$ cat src/rtl/control_sequencer.sv
// control_sequencer: hardwired control unit for a single-bus datapath.
// Walks the fetch phase (T0-T2) and the execute phase (T3-T5), decoding the
// IR driven back by the datapath. The only state held here is the step
// register. Every strobe is a combinational decode of that register, plus
// the IR fields during T3-T5.
module control_sequencer #(
   parameter logic [4:0] OPC_ADD  = 5'b00011,
   parameter logic [4:0] OPC_SUB  = 5'b00100,
   parameter logic [4:0] OPC_AND  = 5'b00101,
   parameter logic [4:0] OPC_OR   = 5'b00110,
   parameter logic [4:0] OPC_NOP  = 5'b11010,
   parameter logic [4:0] OPC_HALT = 5'b11011
) (
   input  logic        Clock,
   input  logic        Reset_n,
   input  logic [31:0] IR,
   input  logic        Stop,
   output logic        PCout,
   output logic        Zlowout,
   output logic        MDRout,
   output logic        MARin,
   output logic        Zin,
   output logic        PCin,
   output logic        MDRin,
   output logic        IRin,
   output logic        Yin,
   output logic        IncPC,
   output logic        Read,
   output logic [15:0] Rin,
   output logic [15:0] Rout,
   output logic [4:0]  operation,
   output logic        Run,
   output logic        Illegal,
   output logic [3:0]  Present_state
);

   // Step encoding. These values appear on Present_state for debug.
   typedef enum logic [3:0] {
      S_RST  = 4'd0,
      S_T0   = 4'd1,
      S_T1   = 4'd2,
      S_T2   = 4'd3,
      S_T3   = 4'd4,
      S_T4   = 4'd5,
      S_T5   = 4'd6,
      S_HALT = 4'd7
   } state_e;

   state_e state_q;
   state_e state_d;

   // Instruction fields. They are meaningful only from T3 on, once the
   // fetch has loaded IR.
   logic [4:0] opcode;
   logic [3:0] ra;
   logic [3:0] rb;
   logic [3:0] rc;
   logic       is_alu;
   logic       is_nop;
   logic       is_halt;
   logic       is_illegal;
   logic       unused_ir_bits;

   assign opcode = IR[31:27];
   assign ra     = IR[26:23];
   assign rb     = IR[22:19];
   assign rc     = IR[18:15];

   // IR[14:0] carry no information for the supported instruction set.
   assign unused_ir_bits = ^IR[14:0];

   // Opcode classification. Any unsupported opcode is flagged and then
   // retired as though it were a NOP.
   always_comb begin
      is_alu     = 1'b0;
      is_nop     = 1'b0;
      is_halt    = 1'b0;
      is_illegal = 1'b0;
      if ((opcode == OPC_ADD) || (opcode == OPC_SUB) ||
          (opcode == OPC_AND) || (opcode == OPC_OR)) begin
         is_alu = 1'b1;
      end else if (opcode == OPC_NOP) begin
         is_nop = 1'b1;
      end else if (opcode == OPC_HALT) begin
         is_halt = 1'b1;
      end else begin
         is_illegal = 1'b1;
      end
   end

   // Step register. An asynchronous reset abandons any instruction in flight.
   always_ff @(posedge Clock or negedge Reset_n) begin
      if (!Reset_n) begin
         state_q <= S_RST;
      end else begin
         state_q <= state_d;
      end
   end

   // Next-step logic. Stop is looked at only when an instruction completes,
   // which is on leaving T5, or on leaving T3 for a NOP or illegal opcode.
   always_comb begin
      state_d = state_q;
      unique case (state_q)
         S_RST:  state_d = S_T0;
         S_T0:   state_d = S_T1;
         S_T1:   state_d = S_T2;
         S_T2:   state_d = S_T3;
         S_T3: begin
            if (is_alu) begin
               state_d = S_T4;
            end else if (is_halt) begin
               state_d = S_HALT;
            end else begin
               state_d = Stop ? S_HALT : S_T0;
            end
         end
         S_T4:   state_d = S_T5;
         S_T5:   state_d = Stop ? S_HALT : S_T0;
         S_HALT: state_d = S_HALT;
         default: state_d = S_RST;
      endcase
   end

   // Strobe decode. Every output is 0 unless the current step drives it.
   always_comb begin
      PCout     = 1'b0;
      Zlowout   = 1'b0;
      MDRout    = 1'b0;
      MARin     = 1'b0;
      Zin       = 1'b0;
      PCin      = 1'b0;
      MDRin     = 1'b0;
      IRin      = 1'b0;
      Yin       = 1'b0;
      IncPC     = 1'b0;
      Read      = 1'b0;
      Rin       = 16'h0000;
      Rout      = 16'h0000;
      operation = 5'b00000;
      Run       = 1'b0;
      Illegal   = 1'b0;
      unique case (state_q)
         S_T0: begin
            Run   = 1'b1;
            PCout = 1'b1;
            MARin = 1'b1;
            IncPC = 1'b1;
            Zin   = 1'b1;
         end
         S_T1: begin
            Run     = 1'b1;
            Zlowout = 1'b1;
            PCin    = 1'b1;
            Read    = 1'b1;
            MDRin   = 1'b1;
         end
         S_T2: begin
            Run    = 1'b1;
            MDRout = 1'b1;
            IRin   = 1'b1;
         end
         S_T3: begin
            Run = 1'b1;
            if (is_alu) begin
               Rout = 16'h0001 << rb;
               Yin  = 1'b1;
            end
            Illegal = is_illegal;
         end
         S_T4: begin
            Run       = 1'b1;
            Rout      = 16'h0001 << rc;
            Zin       = 1'b1;
            operation = opcode;
         end
         S_T5: begin
            Run     = 1'b1;
            Zlowout = 1'b1;
            Rin     = 16'h0001 << ra;
         end
         default: begin
            // RST and HALT drive no strobes. Run is already 0 from the defaults.
         end
      endcase
   end

   assign Present_state = state_q;

endmodule

$ cat config.mk
export PLATFORM = sky130hd
export DESIGN_NAME = control_sequencer
export DESIGN_NICKNAME = d
export VERILOG_FILES = /design/src/rtl/control_sequencer.sv
export SDC_FILE = /design/constraint.sdc
export NUM_CORES = 1
export LEC_CHECK = 0
export ABC_AREA = 0
export CORE_MARGIN = 4
export CORE_UTILIZATION = 27
export DETAILED_ROUTE_END_ITERATION = 8
export PLACE_DENSITY = 0.91
export SLEW_MARGIN = 20
export SYNTH_ARGS = -nofsm -noshare
export SYNTH_HDL_FRONTEND = slang
export SYNTH_SLANG_ARGS = --single-unit
$ cat constraint.sdc
create_clock -name Clock -period 5.2 [get_ports Clock]
set_clock_uncertainty 0.2 [all_clocks]
set_input_delay 1.04 -clock Clock [delete_from_list [all_inputs] [get_ports Clock]]
set_output_delay 1.04 -clock Clock [all_outputs]
set_load 0.005 [all_outputs]
==> qor.yml <==
synth_nets: 139
synth_cells: 104
maxCapViolCount: 0
synth_common_cells: "18 x nor2_1, 16 x o22ai_1, 8 x nand2_1"
hold_violations: 0
final.setup.tns_ns: 0
synth_ff_type: "dfrtp_1"
critPathRequiredTime_ns: 3.96
slew_violations: 0
fp-row-count: 18
endpoint_kind: "output port"
synth_cell_types: 37
yosysTopAreaCellShare: 0.144
antenna_found_initial: 0
drive_gt1_frac: 0.0760
largest_register_ffs: 3
fp.dieH_um: 58.8
diodes: 0
p_total_mw: 0.0977
fin_crit_ns: 4.24
critPathArrivalTime_ns: 3.00
r2r-start: "Present_state[1]"
detail_route.vias_per_cell: 5.38
vias: 1081
vdd_drop_max_uv: 36.3
post_cts_buffers: 0
crit_type: "input port to output port"
clock_path_buffers: 2
start_kind: "input port"
clk_pin_slew_worst_paths_ns: 0.04
outcome: "finished, final reports clean"
die_area_um2: 3450
grt_pass1_vias: 1070
async_flop_share: 1.00
synth_area_leader_cell: "o22ai_1"
p_leak_nw: 0.513
layout-area-overhead-vs-synth_pct: 103
grt_pass1_wl_mm: 4.64
port_buffers: 72
overflow: 0
power_density_nw_per_um2: 69.2
yosysMostFrequentCell: "nor2_1"
firstDrtPassIters: 4
synth-seq-cells: 3
cts_tree: "built"
coreArea_um2: 2480
grt_max_degree: 14
h-tree-depth: 1
cts_sinks: 3
chipWidth_um: 58.8
cp_max_fo: 5
synthTopCellsByArea: "o22ai_1 14%, dfrtp_1 11%, nor2_1 9.7%"
hpwl_mm: 2.49
cts.repair.resized: 0
drt-total-wl_mm: 3.06
clockRootBuffer: "clkbuf_4"
seq_area_frac_synth: 0.108
synth_edf_count: 0
syn_area_um2: 696
fillers: 232
postRouteAntennaNets: 0
hold_class: "flip-flop to flip-flop"
initial_utilization: 0.281
ctsHoldBuffers: 0
ios: 89
rsz0062_at_grt: "no"
routedWlPerCell_um: 15.2
track_usage: 0.170
gp_congestion: 0.809
drc_errors: 0
cts_buffers: 3
first_iter_violations: 41
yosysWarnings: 0
critPathLaunch: "IR[29]"
syn_avg_cell_area_um2: 6.69
max_clock_freq_ghz: 0.236
setup_viol: 0
nNetsFinal: 207
post-route-period-util: 0.815
worstHoldStart: "Present_state[0]"
clkLatencyLatePin_ns: 0.24
-- layer usage --
metal  up-vias  routed length, um  share of wire  GRT usage
met5         -                  0              0          0
met4         0                 93          0.030      0.104
met3        10                358           0.12     0.0373
met2        75               1490           0.49      0.315
met1       479               1120           0.37      0.169
li1        517                  -              -          -
-- report_power, final --
part           switching [mW]  internal (mW)  total (mW)
clock                  0.0136         0.0289      0.0425
combinational          0.0145         0.0172      0.0317
sequential        0.000000796         0.0235      0.0235
-- final timing paths --
check,to,slack [ns],cells past startpoint
setup / recovery,Rout[6],0.96,6
min in group asynchronous,Present_state[0],0.79,1
hold / removal,Present_state[0],0.43,1
hold reg to reg,Present_state[0],0.43,1
max in group asynchronous,Present_state[1],3.87,1
setup reg to reg,Present_state[1],3.75,4
-- layout by cell type (no fill, tap or decap) --
cell type,count
and3_1,5
clkbuf_1,1
or3_4,1
a21boi_1,1
o311ai_0,1
and4bb_2,1
dfrtp_1,3
nand2b_1,6
nor2_1,18
nand2_1,8
clkbuf_4,3
o2111a_2,1
nand3b_1,5
or4_4,1
or2_2,2
and2b_1,1
o21ai_1,1
o21ai_0,2
nor3_1,4
nand4_1,1
clkdlybuf4s50_1,72
o22ai_1,16
and3b_1,1
a21boi_0,1
a31oi_1,1
conb_1,1
nor3_2,1
a211oi_1,1
nand3_1,1
and2_1,2
a2bb2oi_1,1
nor2b_1,1
inv_1,2
or3b_4,1
and3_2,1
nand3_2,1
and4b_1,1
-- stage by stage --
step           worst slack (ns)  cells  hold slack [ns]  utilization  area (um2)
6_report                  0.965    201            0.427        0.570        1410
2_1_floorplan              2.15    104            0.417            -         696
4_1_cts                   0.981    201            0.427        0.570        1410
3_5_place_dp              0.994    197            0.416        0.559        1390
5_1_grt                   0.846    201            0.464        0.570        1410
3_3_place_gp               1.07    197            0.415        0.559        1390
-- cell families (layout without fill, tap and decap cells) --
family | Yosys count | after routing | share of synthesized area
compound gates | 26 | 26 | 0.250
buf+inv | 11 | 78 | 0.110
flops | 3 | 3 | 0.108
other cells | 1 | 1 | 0.00539
simple gates | 63 | 63 | 0.527
-- layout make-up --
cell class / instances / area (um2) / share of cell area
clock buffers: 4 / 26.3 / 0.0186
inverters: 2 / 7.51 / 0.00532
multi-input cells: 90 / 544 / 0.386
flip-flops and latches: 3 / 75.1 / 0.0532
well taps: 30 / 37.5 / 0.0266
repair buffers: 72 / 721 / 0.511
-- critical path: stages --
cell and delay [ns]:
clkdlybuf4s50_1 0.51, a21boi_1 0.23, o2111a_2 0.30, nand3b_1 0.18, o22ai_1 0.21, clkdlybuf4s50_1 0.53
No activity file was read; power rests on OpenSTA's default activity.
